**src/rtl/fetch_pkg.sv**
```systemverilog
// Shared fetch front-end constants and the fetch-entry payload type.
package fetch_pkg;

  localparam int unsigned XLEN_DEF = 32;
  localparam int unsigned ILEN     = 32;
  localparam int unsigned PC_STEP  = 4;

  // Canonical RISC-V nop (addi x0, x0, 0)
  localparam logic [ILEN-1:0] INST_NOP = 32'h0000_0013;

  // One fetched instruction tagged with its PC
  typedef struct packed {
    logic [XLEN_DEF-1:0] pc;
    logic [ILEN-1:0]     inst;
  } fetch_entry_t;

endpackage

```
**src/rtl/fetch_queue.sv**
```systemverilog
// Synchronous FIFO between instruction memory responses and decode.
// flush has priority over push; head shows the oldest entry.
module fetch_queue
  import fetch_pkg::*;
#(
  parameter int unsigned WIDTH  = 64,
  parameter int unsigned QDEPTH = 2
) (
  input  logic                      clk,
  input  logic                      rst,
  input  logic                      push,
  input  logic [WIDTH-1:0]          wdata,
  input  logic                      pop,
  input  logic                      flush,
  output logic [$clog2(QDEPTH):0]   count,
  output logic [WIDTH-1:0]          head
);

  localparam int unsigned PW = $clog2(QDEPTH);
  localparam int unsigned CW = PW + 1;

  logic [WIDTH-1:0] mem [QDEPTH];
  logic [PW-1:0]    rd_ptr;
  logic [PW-1:0]    wr_ptr;
  logic             do_push;
  logic             do_pop;

  assign do_pop  = pop && (count != '0);
  // A push into a full queue is only legal when the head leaves in the same cycle
  assign do_push = push && ((count < CW'(QDEPTH)) || do_pop);

  // Pointer and occupancy bookkeeping; power-of-two depth lets pointers wrap naturally
  always_ff @(posedge clk) begin
    if (rst || flush) begin
      rd_ptr <= '0;
      wr_ptr <= '0;
      count  <= '0;
    end else begin
      if (do_push) wr_ptr <= wr_ptr + PW'(1);
      if (do_pop)  rd_ptr <= rd_ptr + PW'(1);
      count <= count + CW'(do_push) - CW'(do_pop);
    end
  end

  // Entry storage, no reset needed since count qualifies every read
  always_ff @(posedge clk) begin
    if (do_push && !flush) mem[wr_ptr] <= wdata;
  end

  assign head = mem[rd_ptr];

endmodule

```
**src/rtl/fetch_unit.sv**
```systemverilog
// Instruction-fetch front end: PC generation with redirect, imem request
// gating against queue space, stale-response dropping and a fetch queue.
module fetch_unit
  import fetch_pkg::*;
#(
  parameter int unsigned     XLEN     = XLEN_DEF,
  parameter logic [XLEN-1:0] RESET_PC = '0,
  parameter int unsigned     QDEPTH   = 2
) (
  input  logic            clk,
  input  logic            rst,
  input  logic            redirect_i,
  input  logic [XLEN-1:0] redirect_pc_i,
  output logic            imem_req_o,
  output logic [XLEN-1:0] imem_addr_o,
  input  logic            imem_gnt_i,
  input  logic            imem_rvalid_i,
  input  logic [ILEN-1:0] imem_rdata_i,
  output logic            id_valid_o,
  output logic [XLEN-1:0] id_pc_o,
  output logic [ILEN-1:0] id_inst_o,
  input  logic            id_ready_i
);

  localparam int unsigned CW = $clog2(QDEPTH) + 1;

  typedef struct packed {
    logic [XLEN-1:0] pc;
    logic [ILEN-1:0] inst;
  } entry_t;

  localparam int unsigned EW = $bits(entry_t);

  logic [XLEN-1:0] pc;
  logic [XLEN-1:0] resp_pc;
  logic            inflight;
  logic            drop;
  logic [CW-1:0]   count;
  logic [CW:0]     occupancy;
  logic            pop;
  logic            push;
  logic            accept;
  entry_t          head;
  entry_t          wentry;
  logic            unused_redirect_lsbs;

  assign unused_redirect_lsbs = ^redirect_pc_i[1:0];

  assign pop        = id_valid_o && id_ready_i;
  assign id_valid_o = (count != '0);

  // Queue slots already spoken for, counting the outstanding response and this cycle's pop
  assign occupancy  = (CW+1)'(count) + (CW+1)'(inflight) - (CW+1)'(pop);
  assign imem_req_o = !rst && !redirect_i && (occupancy < (CW+1)'(QDEPTH));
  assign accept     = imem_req_o && imem_gnt_i;
  assign imem_addr_o = pc;

  // Only a live, non-stale response outside a redirect cycle lands in the queue
  assign push   = imem_rvalid_i && inflight && !drop && !redirect_i && !rst;
  assign wentry = '{pc: resp_pc, inst: imem_rdata_i};

  // PC, inflight and drop tracking; redirect outranks everything except reset
  always_ff @(posedge clk) begin
    if (rst) begin
      pc       <= RESET_PC;
      inflight <= 1'b0;
      drop     <= 1'b0;
    end else if (redirect_i) begin
      pc <= {redirect_pc_i[XLEN-1:2], 2'b00};
      if (inflight && !imem_rvalid_i) begin
        inflight <= 1'b1;
        drop     <= 1'b1;
      end else begin
        inflight <= 1'b0;
        drop     <= 1'b0;
      end
    end else begin
      if (accept) begin
        pc       <= pc + XLEN'(PC_STEP);
        inflight <= 1'b1;
      end else if (imem_rvalid_i) begin
        inflight <= 1'b0;
      end
      if (imem_rvalid_i && inflight) drop <= 1'b0;
    end
  end

  // Address of the outstanding request, paired with its response on return
  always_ff @(posedge clk) begin
    if (!rst && !redirect_i && accept) resp_pc <= pc;
  end

  fetch_queue #(
    .WIDTH  (EW),
    .QDEPTH (QDEPTH)
  ) u_queue (
    .clk   (clk),
    .rst   (rst),
    .push  (push),
    .wdata (wentry),
    .pop   (pop),
    .flush (redirect_i),
    .count (count),
    .head  (head)
  );

  // Present a nop when nothing is queued so decode never sees stale bits
  assign id_pc_o   = head.pc;
  assign id_inst_o = id_valid_o ? head.inst : INST_NOP;

endmodule

```
**config.mk**
```make
export PLATFORM = sky130hd
export DESIGN_NAME = fetch_unit
export DESIGN_NICKNAME = d
export VERILOG_FILES = /design/src/rtl/fetch_pkg.sv /design/src/rtl/fetch_queue.sv /design/src/rtl/fetch_unit.sv
export SDC_FILE = /design/constraint.sdc
export NUM_CORES = 1
export LEC_CHECK = 0
export CAP_MARGIN = 10
export CORE_ASPECT_RATIO = 2
export CORE_UTILIZATION = 60
export CTS_CLUSTER_DIAMETER = 40
export DETAILED_ROUTE_END_ITERATION = 7
export DONT_BUFFER_PORTS = 1
export PLACE_DENSITY = 0.78
export SYNTH_ARGS = -nofsm -noshare
export SYNTH_HDL_FRONTEND = slang
export SYNTH_HIERARCHICAL = 1
export SYNTH_SLANG_ARGS = --single-unit
```
**constraint.sdc**
```tcl
create_clock -name clk -period 9.57 [get_ports clk]
set_input_delay 2.3925 -clock clk [delete_from_list [all_inputs] [get_ports clk]]
set_output_delay 2.3925 -clock clk [all_outputs]
set_load 0.01 [all_outputs]
```
==> results.cfg, run 1 <==
[outcome]
status = finished, violations left
failing_checks = DRC

[cells_and_area]
mostFrequentLayoutCell = edfxtp_1
multi_input_comb_area_um2 = 2481
layout.cells.most_common_list = edfxtp_1, mux2_4, dfxtp_1
syn2layout_area_growth_pct = 7.283
fillers = 977
post-route-util = 0.6566
num_antenna_cells = 0
fin_cells = 705
drive_gt1_frac = 0.2036
layout.nets = 612
seqCellArea_um2 = 5489

[job]
cap_violations = 0

[cts]
clockBufferDepth = 2
clk_root_buffer_cell = clkbuf_16
postCtsSetupRepairBufs = 0
numCtsBuffers = 17
cts-htree-levels = 4
sink_count = 195
ctsHoldBuffers = 0
cts.clk_slew.worst_paths_ns = 0.06
cts_tree = done
cts_repair_resize_count = 0
clk-insertion-delay-late_ns = 0.41

[yosys]
synth_largest_type_area_fraction = 0.5802
postSynthCellCount = 532
synth_area_um2 = 8178
synth_seq_cells = 195
postSynth.asyncResetShare = 0
yosys-top-cells-area = edfxtp_1, mux2_4, dfxtp_1
synth_area_leader_cell = edfxtp_1
synth_warnings = 6
synth.yosys.seq_area_share = 0.6707
synth_area_per_cell_um2 = 15.37
synth_top_flop_cell = edfxtp_1
synth_cell_types = 55
synth-edff-count = 158

[sta]
hold_viol_final = 0
timing.final.setup_violations = 0
layout_setup_ws_ns = 3.296
finalClockSkew_ns = 0.01379
worst_pin_slew_ns = 0.9812
final.min_clock_period_ns = 6.274
timing.fmax_mhz = 159.4
slew_headroom = 0.3451
final.period_utilization = 0.6556
drv_slew = 0
rsz0062_at_grt = false
timing.setup.tns_ns = 0

[floorplanning]
num_io_pins = 168
row_count = 60
die_area_um2 = 14130
dieWidth_um = 84.55
floorplan.initialDensity = 0.6120
floorplan.core_area_um2 = 13360
die-height_um = 167.1

[place]
post-dp-hpwl_mm = 10.18
port-buffer-count = 0
place_inst = 673
dpl_worst_slack_ns = 3.302
finalWeightedCongestion = 0.8622

[worst_setup_path]
worstSetupPathType = input port to output port
worstReg2RegEnd = imem_addr_o[13]
reg2reg_start = u_queue/count[1]
cp-end-kind = output port
cp.required_ns = 7.18
worstSetupStartpointType = input port
worstPathMaxFanout = 3
crit_arrival_ns = 3.88
timing.reg2reg.worst_path_depth = 11
worst-r2r-setup-slack_ns = 5.60

[worst_hold_path]
hold_class = register to register
holdPathEnd = u_queue/mem[0][59]
worst_hold_startpoint = resp_pc[27]
hold_path_depth = 0

[global_route]
antenna_found_initial = 0
grt_first_pass_wirelength_mm = 23.19
grt_start_max_net_pins = 65
grt_overflow = 0
groute.usage.overall = 0.2186
grt_pass1_vias = 4356

[power_and_ir_drop]
leakage_power_nw = 2.981
maximum_vdd_ir_drop_v = 0.0001188
power-per-cell-area_nw_per_um2 = 185.2

[detailed_routing]
drt_first_iter_violations = 237
ant_nets = 0
detail_route.drc_violations = 14
wirelength_mm = 14.88
via_count = 4269
detail_route.first_pass.iterations = 8
via_density = 6.055
wire_per_inst_um = 21.11
## Yosys cell counts, types with 4 or more instances
master    count
nor2_1       26
xnor2_1      10
ha_1          4
xor2_1       13
o22ai_1       5
edfxtp_1    158
nand2_1      35
and3_1        4
nor3_1        6
mux2_2        7
dfxtp_1      37
a211oi_1      8
and2_1        6
mux2_4       60
nor2b_1      30
buf_12        6
nand4_1      13
inv_1        10
a21oi_1      13
a31oi_1       6
clkbuf_1     12
nand3_1      13
## worst max-delay path, stage by stage
cell and delay [ns]:
nor2b_1 0.22, ha_1 0.27, nand2b_1 0.15, fa_1 0.41
xnor2_1 0.19, and3_1 0.24
## cells by family after synthesis
logic type	count (synthesis)	synth area share
flip-flops	195	0.6707
XOR/XNOR	23	0.02463
AO/OA/AOI/OAI	50	0.04116
multiplexers	70	0.1235
other	1	0.0004586
AND/OR/NAND/NOR	154	0.1013
adder cells (fa/ha/maj)	5	0.008568
buffers and inverters	34	0.02968
## metal layers
| layer | track usage | part of all wire | up-vias |
|---|---|---|---|
| met2 | 0.4044 | 0.57 | 170 |
| met5 | 0 | 0 | - |
| met1 | 0.2228 | 0.35 | 2089 |
| met3 | 0.06259 | 0.055 | 22 |
| li1 | - | - | 1988 |
| met4 | 0.09948 | 0.026 | 0 |
## layout make-up
cell class,count,area share
clock inverter,10,0.008272
multi-input combinational,308,0.2828
timing repair buffer,4,0.003423
tap,155,0.02210
clock buffer,22,0.05305
inverter,11,0.004706
sequential,195,0.6256
## registers in the layout, summed over array words and instances (netlist names), named ones only
signal / count
u_queue/wr_ptr: 1
inflight: 1
resp_pc: 30
u_queue/count: 2
u_queue/mem: 128
imem_addr_o: 30
drop: 1
u_queue/rd_ptr: 1
## where the power goes
part           switching (mW)  internal (mW)  leakage [nW]
clock                   0.292          0.351         0.266
combinational          0.0185         0.0133         0.972
sequential             0.0224          0.927          1.74
total                   0.333           1.29          2.98
## through the flow
| step | power (mW) | area [um2] | hold WS, ns |
|---|---|---|---|
| after floorplan | 0.9897 | 8197 | 0.4215 |
| after global placement | 0.9965 | 8235 | 0.4242 |
| after detailed placement | 0.9994 | 8235 | 0.4340 |
| after CTS | 1.639 | 8773 | 0.4464 |
| after global routing | 1.674 | 8773 | 0.4543 |
| final | 1.625 | 8773 | 0.4449 |
## how the worst max path moves through the flow
| stage | startpoint | to | slack [ns] | cells past startpoint |
|---|---|---|---|---|
| CTS | id_ready_i | imem_req_o | 3.30 | 6 |
| floorplan | redirect_i | u_queue/mem[1][0] | 1.37 | 5 |
| detailed placement | id_ready_i | imem_req_o | 3.30 | 6 |
| global route | id_ready_i | imem_req_o | 3.19 | 6 |
| global placement | id_ready_i | imem_req_o | 3.32 | 6 |
| finish | id_ready_i | imem_req_o | 3.30 | 6 |
Power figures use the tool's default switching activity.
==> run 2, diff against run 1 <==
==> constraint.sdc (replaced) <==
create_clock -name clk -period 6.52 [get_ports clk]
set_input_delay 1.63 -clock clk [delete_from_list [all_inputs] [get_ports clk]]
set_output_delay 1.63 -clock clk [all_outputs]
set_load 0.01 [all_outputs]
==> run 2 against run 1 <==
Register-to-register slack worse by 2.8 ns. Global-route usage grew 0.12 points. Sequential power up 46%. The flow still finishes with violations (DRC). Wire length up 2.6%. Highest routed layer unchanged. Final cell count grew 0.14%.
==> results.cfg, run 2 (same netlist as run 1, synthesis figures left out) <==
[cells_and_area]
drive_gt1_frac = 0.2051
syn2layout_area_growth_pct = 7.834
max_ffs_per_register = 128
multi_input_comb_area_um2 = 2494
fillers = 949
seqCellArea_um2 = 5489
mostFrequentLayoutCell = edfxtp_1
layout.cells.most_common_list = edfxtp_1, mux2_4, dfxtp_1
layout.nets = 613
num_antenna_cells = 0
registers.top_by_ff_count = u_queue/mem

[worst_setup_path]
slowest_stage = fa_1
cp-end-kind = output port
cp.required_ns = 4.89
worstPathMaxFanout = 3
crit_path_max_incr_delay_ns = 0.41
worstSetupPathType = input port to output port
crit_arrival_ns = 3.12
reg2reg_start = u_queue/count[1]
critPathLaunch = id_ready_i
cp.buffers_inverters = 0
cp_cell_sequence = nor2b_1, ha_1, nand2b_1, fa_1, xnor2_1, and3_1
worstSetupStartpointType = input port
crit_family = adder cells

[sta]
timing.setup.tns_ns = 0
final.min_clock_period_ns = 4.748
rsz0062_at_grt = false
worst_pin_slew_ns = 1.018
hold_viol_final = 0
layout_setup_ws_ns = 1.772
final.period_utilization = 0.7282
timing.fmax_mhz = 210.6
slew_headroom = 0.3190
finalClockSkew_ns = 0.01279
timing.final.setup_violations = 0
drv_slew = 0

[global_route]
grt_start_max_net_pins = 65
groute.usage.overall = 0.2198
grt_overflow = 0
grt_first_pass_wirelength_mm = 23.19
grt_pass1_vias = 4380
antenna_found_initial = 0

[job]
cap_violations = 0

[power_and_ir_drop]
leakage_power_nw = 2.996
power-per-cell-area_nw_per_um2 = 275.6
maximum_vdd_ir_drop_v = 0.0002071

[place]
finalWeightedCongestion = 0.8657
dpl_worst_slack_ns = 1.711
post-dp-hpwl_mm = 10.57
port-buffer-count = 0

[floorplanning]
dieWidth_um = 84.55
die_area_um2 = 14130
die-height_um = 167.1
floorplan.initialDensity = 0.6120
floorplan.core_area_um2 = 13360
num_io_pins = 168
row_count = 60

[worst_hold_path]
hold_class = register to register
worst_hold_startpoint = resp_pc[19]

[detailed_routing]
detail_route.first_pass.iterations = 7
via_count = 4298
drt_first_iter_violations = 245
wire_per_inst_um = 21.63
ant_nets = 0
detail_route.drc_violations = 8
via_density = 6.088
wirelength_mm = 15.27

[cts]
clk-insertion-delay-late_ns = 0.42
clockBufferDepth = 2
numCtsBuffers = 17
cts.clk_slew.worst_paths_ns = 0.06
postCtsSetupRepairBufs = 0
sink_count = 195
cts-htree-levels = 4
cts_repair_resize_count = 0
ctsHoldBuffers = 0
cts_tree = done
clk_root_buffer_cell = clkbuf_16

[outcome]
status = finished, violations left
failing_checks = DRC
-- run 2: final timing paths --
| kind | endpoint | slack (ns) | cells past startpoint |
|---|---|---|---|
| max | imem_req_o | 1.77 | 6 |
| min | u_queue/mem[0][51] | 0.45 | 0 |
| max reg2reg | imem_addr_o[13] | 2.75 | 11 |
| min reg2reg | u_queue/mem[0][51] | 0.45 | 0 |
-- run 2: per-layer routing --
metal	track usage	wire length [um]	vias up
li1	-	-	1986
met4	0.1127	476	0
met5	0	0	-
met1	0.2261	5279	2092
met2	0.4012	8610	192
met3	0.05914	904	28
-- run 2: stage by stage --
stage | hold slack, ns | utilization | cell area (um2) | instances | total power [mW]
2_1_floorplan | 0.4215 | - | 8207 | 537 | 1.453
3_3_place_gp | 0.4236 | 0.6178 | 8255 | 674 | 1.463
3_5_place_dp | 0.4290 | 0.6178 | 8255 | 674 | 1.468
4_1_cts | 0.4499 | 0.6599 | 8818 | 706 | 2.449
5_1_grt | 0.4608 | 0.6599 | 8818 | 706 | 2.502
6_report | 0.4465 | 0.6599 | 8818 | 706 | 2.430
-- run 2: power breakdown --
part	total, mW	switching, mW	leakage, nW	internal, mW
sequential	1.39	0.0332	1.74	1.36
combinational	0.0475	0.0276	0.985	0.0199
clock	0.989	0.450	0.268	0.539
total	2.43	0.511	3.00	1.92
-- run 2: cell type report --
| cell class | instances | area share |
|---|---|---|
| Clock buffer | 21 | 0.04994 |
| Clock inverter | 11 | 0.01390 |
| Inverter | 11 | 0.004682 |
| Multi-Input combinational cell | 308 | 0.2828 |
| Sequential cell | 195 | 0.6224 |
| Tap cell | 155 | 0.02199 |
| Timing Repair Buffer | 5 | 0.004257 |
